==> src/rtl/layer_seq_pkg.sv <==
// Shared types and defaults for the layer sequencer and its RUN watchdog.
package layer_seq_pkg;

    typedef enum logic [2:0] {
        IDLE,
        PRE,
        FILL,
        CLEAR,
        RUN,
        DONE,
        ERR
    } seq_state_t;

    localparam int unsigned FILL_CYCLES_DEF = 2;
    localparam int unsigned TIMEOUT_DEF     = 255;
    localparam int unsigned WDOG_MIN_W      = 8;

    // Watchdog counter width: wide enough for TIMEOUT, never narrower than 8 bits.
    function automatic int unsigned wdog_width(input int unsigned timeout);
        int unsigned w;
        w = $clog2(timeout + 1);
        return (w > WDOG_MIN_W) ? w : WDOG_MIN_W;
    endfunction

endpackage

==> src/rtl/layer_seq_watchdog.sv <==
// Counts RUN cycles of the active layer and flags expiry on the TIMEOUT-th cycle.
module layer_seq_watchdog
    import layer_seq_pkg::*;
#(
    parameter int unsigned TIMEOUT = TIMEOUT_DEF
) (
    input  logic clk,
    input  logic rst,
    input  logic clr,
    input  logic en,
    output logic expired
);

    localparam int unsigned   CW    = wdog_width(TIMEOUT);
    localparam logic [CW-1:0] LIMIT = CW'(TIMEOUT - 1);

    logic [CW-1:0] cnt;

    // Saturates at LIMIT so a stalled layer cannot wrap back under the threshold.
    always_ff @(posedge clk) begin
        if (rst || clr) begin
            cnt <= '0;
        end else if (en && (cnt != LIMIT)) begin
            cnt <= cnt + CW'(1);
        end
    end

    assign expired = en && (cnt == LIMIT);

endmodule

==> src/rtl/layer_sequencer.sv <==
// Layer-chain sequencer: one-time weight fill, then clear/req/ack each layer in order.
// Optional RUN watchdog and ERR state enabled by defining LAYER_SEQ_WATCHDOG_EN.
module layer_sequencer
    import layer_seq_pkg::*;
#(
    parameter int unsigned N_LAYERS    = 2,
    parameter int unsigned FILL_CYCLES = FILL_CYCLES_DEF,
    parameter int unsigned TIMEOUT     = TIMEOUT_DEF,
    parameter int unsigned LW          = (N_LAYERS > 1) ? $clog2(N_LAYERS) : 1
) (
    input  logic                clk,
    input  logic                rst,
    input  logic                start,
    output logic                fill,
    output logic [N_LAYERS-1:0] layer_rst,
    output logic [N_LAYERS-1:0] layer_req,
    input  logic [N_LAYERS-1:0] layer_ack,
    output logic [LW-1:0]       cur_layer,
    output logic                busy,
    output logic                done,
    output logic                err
);

    localparam int unsigned   FW        = (FILL_CYCLES > 1) ? $clog2(FILL_CYCLES) : 1;
    localparam logic [LW-1:0] LAST_K    = LW'(N_LAYERS - 1);
    localparam logic [FW-1:0] LAST_FILL = FW'(FILL_CYCLES - 1);

    if (N_LAYERS == 0) begin : g_chk_layers
        $error("layer_sequencer: N_LAYERS must be at least 1");
    end
    if (FILL_CYCLES == 0) begin : g_chk_fill
        $error("layer_sequencer: FILL_CYCLES must be at least 1");
    end
    if (TIMEOUT == 0) begin : g_chk_timeout
        $error("layer_sequencer: TIMEOUT must be at least 1");
    end

    seq_state_t          state;
    seq_state_t          next_state;
    logic [LW-1:0]       k;
    logic [LW-1:0]       next_k;
    logic [FW-1:0]       fill_cnt;
    logic [FW-1:0]       next_fill_cnt;
    logic                loaded;
    logic                next_loaded;
    logic                ack_k;
    logic                wd_expired;
    logic [N_LAYERS-1:0] k_onehot;
    logic [N_LAYERS-1:0] layer_rst_q;

    assign ack_k    = layer_ack[k];
    assign k_onehot = N_LAYERS'(1) << next_k;

`ifdef LAYER_SEQ_WATCHDOG_EN
    logic wd_clr;
    logic wd_en;
    logic err_q;

    assign wd_clr = (state == CLEAR);
    assign wd_en  = (state == RUN);

    layer_seq_watchdog #(
        .TIMEOUT (TIMEOUT)
    ) u_watchdog (
        .clk     (clk),
        .rst     (rst),
        .clr     (wd_clr),
        .en      (wd_en),
        .expired (wd_expired)
    );

    always_ff @(posedge clk) begin
        if (rst) begin
            err_q <= 1'b0;
        end else begin
            err_q <= (next_state == ERR);
        end
    end

    assign err = err_q;
`else
    assign wd_expired = 1'b0;
    assign err        = 1'b0;
`endif

    // Next-state logic; ack on the expiry cycle takes priority over the watchdog.
    always_comb begin
        next_state    = state;
        next_k        = k;
        next_fill_cnt = fill_cnt;
        next_loaded   = loaded;
        case (state)
            IDLE: begin
                next_k = '0;
                if (start) begin
                    next_state = loaded ? CLEAR : PRE;
                end
            end
            PRE: begin
                next_state    = FILL;
                next_fill_cnt = '0;
            end
            FILL: begin
                if (fill_cnt == LAST_FILL) begin
                    next_loaded = 1'b1;
                    next_k      = '0;
                    next_state  = CLEAR;
                end else begin
                    next_fill_cnt = fill_cnt + FW'(1);
                end
            end
            CLEAR: begin
                next_state = RUN;
            end
            RUN: begin
                if (ack_k) begin
                    if (k == LAST_K) begin
                        next_state = DONE;
                    end else begin
                        next_k     = k + LW'(1);
                        next_state = CLEAR;
                    end
                end else if (wd_expired) begin
                    next_state = ERR;
                end
            end
            DONE: begin
                next_k     = '0;
                next_state = IDLE;
            end
            ERR: begin
                next_state = ERR;
            end
            default: begin
                next_k     = '0;
                next_state = IDLE;
            end
        endcase
    end

    // State register plus registered output decodes of the next state.
    always_ff @(posedge clk) begin
        if (rst) begin
            state       <= IDLE;
            k           <= '0;
            fill_cnt    <= '0;
            loaded      <= 1'b0;
            fill        <= 1'b0;
            layer_rst_q <= '0;
            layer_req   <= '0;
            busy        <= 1'b0;
            done        <= 1'b0;
        end else begin
            state       <= next_state;
            k           <= next_k;
            fill_cnt    <= next_fill_cnt;
            loaded      <= next_loaded;
            fill        <= (next_state == FILL);
            layer_rst_q <= (next_state == PRE)   ? '1 :
                           (next_state == CLEAR) ? k_onehot : '0;
            layer_req   <= (next_state == RUN) ? k_onehot : '0;
            busy        <= (next_state != IDLE);
            done        <= (next_state == DONE);
        end
    end

    // Layers see their counter reset during our own reset cycle as well.
    assign layer_rst = layer_rst_q | {N_LAYERS{rst}};
    assign cur_layer = k;

endmodule

==> config.mk <==
export PLATFORM = sky130hd
export DESIGN_NAME = layer_sequencer
export DESIGN_NICKNAME = d
export VERILOG_FILES = /design/src/rtl/layer_seq_pkg.sv /design/src/rtl/layer_seq_watchdog.sv /design/src/rtl/layer_sequencer.sv
export SDC_FILE = /design/constraint.sdc
export NUM_CORES = 1
export LEC_CHECK = 0
export ABC_AREA = 1
export CORE_MARGIN = 8
export CORE_UTILIZATION = 47
export CTS_CLUSTER_DIAMETER = 30
export DETAILED_ROUTE_END_ITERATION = 12
export HOLD_SLACK_MARGIN = 0.08
export PLACE_DENSITY_LB_ADDON = 0.1
export SYNTH_ARGS = -nofsm -noshare
export SYNTH_HDL_FRONTEND = slang
export SYNTH_SLANG_ARGS = --single-unit
==> constraint.sdc <==
create_clock -name clk -period 1.3 [get_ports clk]
set_clock_uncertainty 0.05 [all_clocks]
set_input_delay 0.26 -clock clk [delete_from_list [all_inputs] [get_ports clk]]
set_output_delay 0.26 -clock clk [all_outputs]
set_load 0.02 [all_outputs]
# --- Word-level counts from Yosys, hierarchy flattened ---
# Cells that the tools add are included.
op_classes:
  n_addsub: 2
  n_lt_le_gt_ge: 1
  eq_ne: 10
  shifts: 1
  n_mux: 16
  n_bitwise: 2
  reduce_logical: 6
op_table:
  columns: ["op", "n"]
  rows:
  - ["case mux 3 bit (6 select lines)", 1]
  - ["== test 3 x 2 -> 1 bit, second input constant", 4]
  - ["== test 3 bit, second input constant", 4]
  - ["two-way mux 3 bit", 4]
  - ["== test 3 x 1 -> 1 bit, second input constant", 2]
  - ["two-way mux 1 bit", 6]
  - ["two-way mux 2 bit", 3]
  - ["logical NOT 3 bit", 1]
  - ["case mux 1 bit (3 select lines)", 1]
  - ["nonzero test 3 bit", 1]
  - ["OR reduction 3 bit", 1]
  - ["adder 1 bit, second input constant", 2]
  - ["less-than comparator 1 x 2 -> 1 bit, second input constant", 1]
  - ["bitwise OR 2 bit", 1]
  - ["case mux 1 bit (2 select lines)", 1]
  - ["AND reduction 2 bit", 1]
  - ["nonzero test 2 bit", 1]
  - ["OR reduction 2 bit", 1]
  - ["<< shifter 1 x 1 -> 2 bit, first input constant", 1]
  - ["inverter 1 bit", 1]
word_totals:
  register_bits: 13
  inputBits: 5
  out_inout_bits: 9

# --- Longest topological paths before layout ---
# Gate-level depths: netlist (run 1).
logic_depth:
  word_depth: 7
  depth_mapped: 9
  mapped_depth_nobuf: 9

# --- Worst setup path before layout (run 1) ---
# No wires, ideal clock.
synth_path:
  kind: "register to register"
  startpoint: "register k, in the netlist cur_layer"
  endpoint: "register busy"
  setup_time_ns: 0.112
  arrival_time_ns: 1.042
  required_ns: 1.138
  path_slack_ns: 0.096
  path_stages_with_launch: 10
  path_buffers: 0
  period_less_slack_ns: 1.204
  path_cell_list: "dfxtp_1 > inv_1 > nand2_1 > nand2_1 > nand2_1 > nand2_1 > nand2_1 > nand2_1 > nor2_1 > nor2_1"
synth_via:
  elab_chain_cells: 5
  word_cells_on_any_way: 6
synth_rtl:
  columns: ["element", "line", "rtl"]
  rows:
  - ["from (decl)", "layer_sequencer.sv:40", "logic [LW-1:0] k;"]
  - ["from (signal assigned)", "layer_sequencer.sv:155", "k <= next_k;"]
  - ["two-way mux 1 bit (implied by the code) (2 in series)", "layer_sequencer.sv:51", "assign ack_k = layer_ack[k];"]
  - ["two-way mux 3 bit *", "layer_sequencer.sv:116", "if (ack_k) begin"]
  - ["case mux 3 bit (6 select lines) *", "layer_sequencer.sv:92", "case (state)"]
  - ["nonzero test 3 bit *", "layer_sequencer.sv:162", "busy <= (next_state != IDLE);"]
  - ["to (signal assigned)", "layer_sequencer.sv:162", null]
  - ["to (decl)", "layer_sequencer.sv:19", "output logic busy,"]
# Mark *: on every way between the ends. The rest lies on a longest branch, timed or not. The select of a mux whose other input is x is not followed.
# A chain may end at the register's enable or synchronous reset.

# --- Final worst setup path (run 1) ---
layout_path:
  startpoint: "register layer_rst_q[0]"
  endpoint: "output layer_rst[0]"
layout_via:
  elab_chain_cells: 1
layout_rtl:
  columns: ["element", "line", "rtl"]
  rows:
  - ["from (decl)", "layer_sequencer.sv:49", "logic [N_LAYERS-1:0] layer_rst_q;"]
  - ["from (signal assigned)", "layer_sequencer.sv:159", "layer_rst_q <= (next_state == PRE) ? '1 :"]
  - ["bitwise OR 2 bit", "layer_sequencer.sv:168", "assign layer_rst = layer_rst_q | {N_LAYERS{rst}};"]
  - ["to (decl)", "layer_sequencer.sv:15", "output logic [N_LAYERS-1:0] layer_rst,"]
# Every way passes these cells.

==> summary.txt, run 1 <==
STA
  • Period utilisation layout: 95.7%
  • Slew Limit Fails: 0
  • Final min period: 1240 ps
  • Post-route setup slack: 56.5 ps
  • Final Hold Fails: 0
  • Finish-stage setup viols: 0
  • Max Clk Rate: 0.804 GHz
  • RSZ-0062 raised after global routing: no

Layout
  • N_diodes: 0
  • Final Non-Filler Cells: 132
  • Final core utilization: 64.9%
  • Area Growth Syn to Fin: 30.0%
  • Final instance area: 835 um2
  • Layout cells sized above 1: 25.6%
  • Nets@finish: 123

Critical path
  • Max Fanout on Critical Path: 1
  • CP Capture Type: output pin
  • R2r startpoint: state[2]
  • WP data required: 990 ps
  • CP Cell Sequence: or2_4 > buf_6
  • Data arrival, critical path: 930 ps
  • WS Path Type: reg2out
  • R2R Setup Slk: 110 ps
  • Critical Path Max Stage Delay: 320 ps
  • Critical path's slowest cell: dfxtp_2
  • Crit. Startpoint: layer_rst_q[0]
  • CP startpoint kind: flip-flop

Routing
  • DR vias: 610
  • Via-to-Cell Ratio: 4.62
  • DRT Pass-1 Iters: 4
  • Final wirelength: 1.37 mm
  • DRC violations left: 0
  • Avg WL per Cell: 10.4 um
  • Initial drt markers: 21
  • Routed Antenna Nets: 0

CTS
  • Clock transition at path regs: 70 ps
  • Clk buf depth: 2
  • CTS Buf Count: 3
  • CTS tree: done
  • Number of setup buffers added after CTS: 0
  • Sink Count: 13
  • Clk_lat worst skew: 260 ps
  • Root Driver: clkbuf_4
  • Hold_buf cts: 0
  • H-tree level count: 1

Pwr
  • Pleak: 0.471 nW
  • Combinational share of power: 28.3%
  • Clock power share: 24.2%
  • Switching share of power: 30.8%
  • Worst IR Drop VDD: 690 uV
  • P per Cell Area: 1160 nW/um2
  • Switch Pwr: 0.297 mW
  • Internal Power: 0.669 mW
  • Sequential share of power: 47.5%

Status
  • Outcome: complete, no violations

Floorplan
  • Core area: 1280 um2
  • I/O pin cnt: 14
  • Die Area: 2800 um2
  • Die Span X: 53.0 um
  • Std-Cell Rows: 13
  • Initial Utilization: 50.0%
  • Die height: 53.0 um

Global routing
  • First-pass GRT wire length: 2.26 mm
  • Antenna violations before repair: 0
  • Vias in the first global route: 555
  • Grt ovf: 0
  • Largest net degree at the start of global routing: 8
  • Tot GR Track Use: 10.4%

Place
  • Port Buf Inserts: 12
  • Cell total after placement: 128
  • Placed instance area: 800 um2
  • RD Place Congestion: 0.812
  • Detailed Place HPWL: 1.11 mm
  • Pre-CTS WS: -564 ps

Synthesis
  • Yosys warns: 0
  • Synth unique cells: 16
  • Sequential area share after synthesis: 40.5%
  • Main area contributors after synthesis: dfxtp_1, nand2_1, nor2_1
  • Gate Count Post-Synth: 98
  • Post-synth top area cell: dfxtp_1
  • Share of the synthesized area in the top cell type: 40.5%
  • Mapped Area: 642 um2
  • Synth Net Count: 103
  • #FFs+latches synth: 13
  • Syn Area/Cell: 6.55 um2

Hold path
  • Hold_sp: loaded
  • Worst hold path type: reg2reg

Flow run
  • Max_cap viols: 0
registers in the layout, indices dropped and copies added, names as in the netlist:
name and cells:
busy 1, layer_rst_q 2, layer_req 2, loaded 1, fill 1, cur_layer 1, state 3, done 1
fill_cnt 1
routing by layer:
| layer | GRT usage (%) | vias to the layer above | wire [um] |
|---|---|---|---|
| met5 | 0 | - | 0 |
| met4 | 5.17 | 0 | 14 |
| met3 | 2.80 | 2 | 99 |
| met2 | 17.6 | 19 | 641 |
| met1 | 11.6 | 265 | 615 |
| li1 | - | 324 | - |
synth_stat cells:
library cell / n
nor2_2: 2
buf_6: 1
nand4_1: 1
dfxtp_1: 13
a21oi_1: 4
o21ai_0: 1
buf_4: 2
nand3_2: 3
nand3_1: 4
conb_1: 1
inv_1: 17
or2_2: 2
nand2_2: 2
inv_2: 2
nor2_1: 20
nand2_1: 23
layout by cell type (no fill, tap or decap):
cell type,netlist,final
a21oi_1,4,4
buf_4,2,6
buf_6,1,2
clkbuf_1,0,1
clkbuf_2,0,1
clkbuf_4,0,3
clkdlybuf4s50_1,0,2
conb_1,1,1
dfxtp_1,13,8
dfxtp_2,0,5
dlygate4sd2_1,0,6
dlymetal6s2s_1,0,1
inv_1,17,17
inv_2,2,2
nand2_1,23,23
nand2_2,2,2
nand3_1,4,4
nand3_2,3,3
nand4_1,1,1
nor2_1,20,18
nor2_2,2,4
o21ai_0,1,1
or2_4,0,2
stage by stage:
step | power (mW) | hold slack, ps | setup TNS [ps]
finish | 0.967 | 404 | 0
global route | 1.03 | 430 | 0
floorplan | 0.641 | 377 | 0
detailed placement | 0.738 | 393 | -2780
CTS | 0.961 | 404 | -23.8
global placement | 0.730 | 390 | -2420
power groups by stage:
stage | logic (mW) | registers, mW | clock network, mW
global placement | 0.267 | 0.463 | 0
finish | 0.274 | 0.459 | 0.234
floorplan | 0.171 | 0.470 | 0
CTS | 0.265 | 0.454 | 0.242
global route | 0.305 | 0.463 | 0.262
detailed placement | 0.274 | 0.464 | 0
logic make-up (layout without fill, tap and decap cells):
logic type	count (synthesis)	after routing	synth area share, %
AO/OA/AOI/OAI	5	5	3.90
AND/OR/NAND/NOR	57	57	39.8
flip-flops	13	13	40.5
buffers and inverters	22	41	15.2
other	1	1	0.584
critical path, delay by kind of cell, from the launching register on:
kind | cells | cell delay, ps
buffers and inverters | 1 | 130
flip-flops | 1 | 320
AND/OR/NAND/NOR | 1 | 220
final cells by class:
class / count / area [um2]
well taps: 15 / 18.8
flip-flops and latches: 13 / 267
fillers: 117 / 450
inverters: 19 / 71.3
multi-input cells: 63 / 294
repair buffers: 18 / 158
clock buffers: 4 / 26.3
worst paths after layout:
kind | end | depth (start not counted)
min reg2reg | loaded | 2
min | loaded | 2
max | layer_rst[0] | 2
max reg2reg | layer_rst_q[1] | 6
repair_timing:
item | in CTS | in global routing
cloned | 0 | 0
setup endpoints to repair | 8 | 7
pin swaps | 0 | 1
resized for setup | 17 | 14
Power figures use the tool's default switching activity.
==> inputs of run 2 (changes only) <==
--- a/config.mk
+++ b/config.mk
@@ -10,8 +10,10 @@
 export CORE_UTILIZATION = 47
 export CTS_CLUSTER_DIAMETER = 30
 export DETAILED_ROUTE_END_ITERATION = 12
+export GPL_ROUTABILITY_DRIVEN = 1
 export HOLD_SLACK_MARGIN = 0.08
 export PLACE_DENSITY_LB_ADDON = 0.1
+export SKIP_CTS_REPAIR_TIMING = 1
 export SYNTH_ARGS = -nofsm -noshare
 export SYNTH_HDL_FRONTEND = slang
 export SYNTH_SLANG_ARGS = --single-unit
==> run 2 against run 1 <==
Net effect: sequential power barely moved; clock power barely moved; hold slack got worse by 83 ps; combinational power barely moved; non-clock buffer count did not move; total power rose by 0.16%; first-iteration DRC count did not move; routed wire length barely moved; sequential share of layout area fell by 0.89 points; register-to-register slack barely moved; critical path type unchanged; largest power group unchanged.
==> summary.txt, run 2 (synthesized netlist as in run 1, its figures left out) <==
Global routing
  • First-pass GRT wire length: 2.26 mm (unchanged)
  • Tot GR Track Use: 10.4% (unchanged)
  • GRT Max-Usage Layer: met2
  • Met3 Use GR: 2.80% (unchanged)
  • Met1 Use GR: 11.6% (unchanged)
  • GR Util met2: 17.6% (unchanged)
  • Largest net degree at the start of global routing: 8 (unchanged)
  • Grt ovf: 0 (unchanged)
  • Antenna violations before repair: 0 (unchanged)
  • Vias in the first global route: 555 (unchanged)

Floorplan
  • I/O pin cnt: 14 (unchanged)
  • Initial Utilization: 50.0% (unchanged)
  • Die height: 53.0 um (unchanged)
  • Std-Cell Rows: 13 (unchanged)
  • Die Span X: 53.0 um (unchanged)
  • Die Area: 2800 um2 (unchanged)
  • Core area: 1280 um2 (unchanged)

Routing
  • DRT Pass-1 Iters: 4 (unchanged)
  • Via-to-Cell Ratio: 4.55 (-1.6%)
  • Final wirelength: 1.37 mm (about the same)
  • DR vias: 600 (-1.6%)
  • Routed Antenna Nets: 0 (unchanged)
  • Initial drt markers: 21 (unchanged)
  • Avg WL per Cell: 10.4 um (about the same)
  • DRC violations left: 0 (unchanged)

Critical path
  • Max Fanout on Critical Path: 1 (unchanged)
  • Critical Path Max Stage Delay: 300 ps (-20 ps)
  • R2R Setup Slk: 110 ps (about the same)
  • CP Cell Sequence: or2_2 > buf_2
  • WS Path Type: reg2out
  • CP startpoint kind: flip-flop
  • WP data required: 990 ps (about the same)
  • Worst path bufs/invs: 1 (unchanged)
  • CP top delay family: flip-flops
  • Critical path's slowest cell: dfxtp_1
  • CP Capture Type: output pin
  • Data arrival, critical path: 980 ps (+50 ps)

Hold path
  • Worst hold path type: in2reg

Layout
  • N_diodes: 0 (unchanged)
  • Top reg by flops: state
  • FILL cells: 110 (-6.0%)
  • Max reg flops: 3 (unchanged)
  • Nets@finish: 123 (unchanged)
  • Multi-input logic area: 292 um2 (-0.85%)
  • FF/Latch Area: 265 um2 (-0.47%)
  • Area Growth Syn to Fin: 33.1%
  • Final instance area: 855 um2 (+2.4%)
  • Largest regs: state x3, layer_req x2, layer_rst_q x2
  • Most frequent cells in the layout: nand2_1, nor2_1, inv_1, dfxtp_1, dlymetal6s2s_1
  • Commonest non-fill, non-tap cell in the layout: nand2_1
  • Final Non-Filler Cells: 132 (unchanged)
  • Final core utilization: 66.5% (+1.6 points)
  • Layout cells sized above 1: 23.9% (-1.7 points)

CTS
  • Sink Count: 13 (unchanged)
  • Root Driver: clkbuf_4
  • Clk_lat worst skew: 260 ps (about the same)
  • CTS Buf Count: 3 (unchanged)
  • CTS tree: done
  • Clk buf depth: 2 (unchanged)
  • H-tree level count: 1 (unchanged)
  • Clock transition at path regs: 70 ps (about the same)

STA
  • Post-route setup slack: 11.2 ps (-45.3 ps)
  • Setup TNS: 0 ps (unchanged)
  • Max Clk Rate: 0.776 GHz (-3.5%)
  • Final min period: 1290 ps (+45.3 ps)
  • Finish-stage setup viols: 0 (unchanged)
  • RSZ-0062 raised after global routing: yes
  • Period utilisation layout: 99.1% (+3.5 points)
  • Slew Limit Fails: 0 (unchanged)
  • Final Hold Fails: 0 (unchanged)
  • Hold slack: 321 ps (-83.0 ps)

Place
  • Pre-CTS WS: -564 ps (unchanged)
  • RD Place Congestion: 0.812 (unchanged)
  • Placed instance area: 800 um2 (unchanged)
  • Detailed Place HPWL: 1.11 mm (unchanged)
  • Cell total after placement: 128 (unchanged)
  • Port Buf Inserts: 12 (unchanged)

Pwr
  • P per Cell Area: 1130 nW/um2 (-2.2%)
  • Pwr Total: 0.969 mW (+0.16%)
  • Worst IR Drop VDD: 693 uV (+0.53%)
  • Pleak: 0.558 nW (+18%)

Status
  • Outcome: complete, no violations

Flow run
  • Max_cap viols: 0 (unchanged)
run 2: layer usage:
| layer | wire (um) | part of all wire, % |
|---|---|---|
| met5 | 0 | 0 |
| met3 | 94 | 6.9 |
| met4 | 14 | 1.0 |
| met2 | 619 | 45 |
| met1 | 643 | 47 |
run 2: power breakdown:
group	switching [mW]	leakage, nW	internal [mW]	total [mW]
Combinational	0.156	0.435	0.118	0.273
Sequential	0.0246	0.108	0.434	0.459
Clock	0.118	0.0150	0.118	0.236
Total	0.298	0.558	0.670	0.969
run 2: worst min-delay path, delay by kind of cell:
kind                   cells  cell delay, ps
and+or+nand+nor            1              50
buffers and inverters      2             290
run 2: final timing paths:
kind,end,cells after the start,start
min,state[0],3,rst
min reg2reg,loaded,2,loaded
max,layer_rst[1],2,layer_rst_q[1]
max reg2reg,busy,8,cur_layer
run 2: cell type report:
cell class | instances | area share, %
Sequential cell | 13 | 31.0
Timing Repair Buffer | 18 | 21.2
Inverter | 19 | 8.35
Clock buffer | 4 | 3.07
Multi-Input combinational cell | 63 | 34.1
Tap cell | 15 | 2.20
==> inputs of run 3 (changes only) <==
--- a/config.mk
+++ b/config.mk
@@ -13,6 +13,7 @@
 export GPL_ROUTABILITY_DRIVEN = 1
 export HOLD_SLACK_MARGIN = 0.08
 export PLACE_DENSITY_LB_ADDON = 0.1
+export REMOVE_ABC_BUFFERS = 1
 export SKIP_CTS_REPAIR_TIMING = 1
 export SYNTH_ARGS = -nofsm -noshare
 export SYNTH_HDL_FRONTEND = slang
==> run 3 against run 2 <==
Net effect: worst setup slack better by 48 ps; design area up 1.6%; critical path depth unchanged; combinational power up 2%; clock power up 2%; global-route usage up 0.22 points; die area unchanged; sequential share of layout area down 0.49 points; critical path type unchanged; critical endpoint is now layer_rst[0]; largest cell class unchanged; largest power group unchanged.
==> summary.txt, run 3 (synthesized netlist as in run 1, its figures left out) <==
Critical path
  • WP data required: 990 ps (about the same)
  • CP Cell Sequence: or2_4 > buf_6
  • CP top delay family: flip-flops
  • Data arrival, critical path: 930 ps (-50 ps)
  • Critical Path Max Stage Delay: 310 ps (about the same)
  • Worst path bufs/invs: 1 (unchanged)
  • CP startpoint kind: flip-flop
  • Critical path's slowest cell: dfxtp_2
  • Max Fanout on Critical Path: 1 (unchanged)
  • CP Capture Type: output pin
  • WS Path Type: reg2out

Pwr
  • Switching share of power: 30.8% (-0.033 points)
  • P per Cell Area: 1130 nW/um2 (-0.62%)
  • Pleak: 0.565 nW (+1.3%)
  • Sequential share of power: 47.0% (-0.4 points)
  • Switch Pwr: 0.301 mW (+0.88%)
  • Worst IR Drop VDD: 742 uV (+7.0%)
  • Combinational share of power: 28.4% (+0.2 points)
  • Clock power share: 24.5% (about the same)
  • Internal Power: 0.677 mW (+1.0%)

Global routing
  • Grt ovf: 0 (unchanged)
  • Tot GR Track Use: 10.6% (+0.22 points)
  • Antenna violations before repair: 0 (unchanged)
  • First-pass GRT wire length: 2.31 mm (+2.4%)
  • Largest net degree at the start of global routing: 8 (unchanged)
  • Vias in the first global route: 610 (+9.9%)

Place
  • Detailed Place HPWL: 1.08 mm (-2.9%)
  • Port Buf Inserts: 12 (unchanged)
  • RD Place Congestion: 0.812 (about the same)
  • Pre-CTS WS: -611 ps (-46.4 ps)

CTS
  • Clk buf depth: 2 (unchanged)
  • Root Driver: clkbuf_4
  • Clk_lat worst skew: 270 ps (about the same)
  • H-tree level count: 1 (unchanged)
  • CTS tree: done
  • CTS Buf Count: 3 (unchanged)
  • Sink Count: 13 (unchanged)
  • Clock transition at path regs: 70 ps (about the same)

STA
  • Hold slack: 224 ps (-96.5 ps)
  • Slew Limit Fails: 0 (unchanged)
  • Period utilisation layout: 95.5% (-3.7 points)
  • Post-route setup slack: 59.0 ps (+47.8 ps)
  • Final min period: 1240 ps (-47.8 ps)
  • Final Hold Fails: 0 (unchanged)
  • Max Clk Rate: 0.806 GHz (+3.9%)
  • Finish-stage setup viols: 0 (unchanged)

Layout
  • Nets@finish: 124 (+0.81%)
  • Max reg flops: 3 (unchanged)
  • Commonest non-fill, non-tap cell in the layout: nand2_1
  • FILL cells: 120 (+9.1%)
  • Layout cells sized above 1: 24.6% (+0.64 points)
  • Largest regs: state x3, layer_req x2, layer_rst_q x2
  • Top reg by flops: state
  • Final core utilization: 67.6% (+1.1 points)
  • N_diodes: 0 (unchanged)
  • Most frequent cells in the layout: nand2_1, nor2_1, inv_1, dfxtp_1, dlymetal6s2s_1
  • Area Growth Syn to Fin: 35.3%

Floorplan
  • Initial Utilization: 50.0% (unchanged)
  • Core area: 1280 um2 (unchanged)
  • I/O pin cnt: 14 (unchanged)
  • Die Area: 2800 um2 (unchanged)
  • Die Span X: 53.0 um (unchanged)
  • Std-Cell Rows: 13 (unchanged)
  • Die height: 53.0 um (unchanged)

Routing
  • DRT Pass-1 Iters: 4 (unchanged)
  • Initial drt markers: 7 (-67%)
  • DR vias: 601 (+0.17%)
  • Via-to-Cell Ratio: 4.52 (-0.59%)
  • Routed Antenna Nets: 0 (unchanged)
  • Avg WL per Cell: 10.7 um (+2.9%)
  • DRC violations left: 0 (unchanged)
  • Final wirelength: 1.42 mm (+3.6%)

Hold path
  • Worst hold path type: in2reg

Flow run
  • Max_cap viols: 0 (unchanged)

Status
  • Outcome: complete, no violations
==> run 3: worst register-to-register path, cell delays in order (launching register included) <==
cell and delay, ps:
dfxtp_2 410, nor2_2 70, nand2_1 90, inv_1 50, nor2_1 150, nand3_1 110, nor2_1 110, nor2_1 50
==> run 3: per-stage QoR <==
step | TNS, ps | instances | cell area, um2 | power [mW]
final | 0 | 133 | 868 | 0.978
after detailed placement | -2800 | 129 | 807 | 0.736
after global routing | -3.24 | 133 | 868 | 1.03
after global placement | -2710 | 129 | 807 | 0.731
after CTS | -2500 | 133 | 833 | 0.977
after floorplan | 0 | 95 | 616 | 0.627
==> run 3: final cells by class <==
type                    count  area [um2]  area share [%]
clock buffers               4        26.3            3.03
inverters                  19        71.3            8.21
multi-input cells          63         292            33.6
flip-flops and latches     13         265            30.5
well taps                  15        18.8            2.16
repair buffers             19         195            22.5
==> run 3: path summary, 6_finish.rpt <==
check                      start            to  slack (ps)  cells after the start
setup reg to reg        state[1]          busy         120                      7
setup / recovery  layer_rst_q[0]  layer_rst[0]          60                      2
hold / removal               rst     cur_layer         220                      2
hold reg to reg           loaded        loaded         410                      2
==> run 3: power by group through the flow <==
| stage | clock [mW] | sequential (mW) | combinational (mW) |
|---|---|---|---|
| after floorplan | 0 | 0.477 | 0.151 |
| after global placement | 0 | 0.463 | 0.268 |
| after detailed placement | 0 | 0.465 | 0.271 |
| after CTS | 0.247 | 0.455 | 0.275 |
| after global routing | 0.262 | 0.464 | 0.306 |
| final | 0.240 | 0.460 | 0.278 |
==> run 3: routing by layer <==
metal | track usage, % | routed length [um] | vias to the layer above
li1 | - | - | 324
met1 | 10.8 | 636 | 263
met2 | 18.8 | 690 | 12
met3 | 2.80 | 82 | 2
met4 | 6.47 | 12 | 0
met5 | 0 | 0 | -
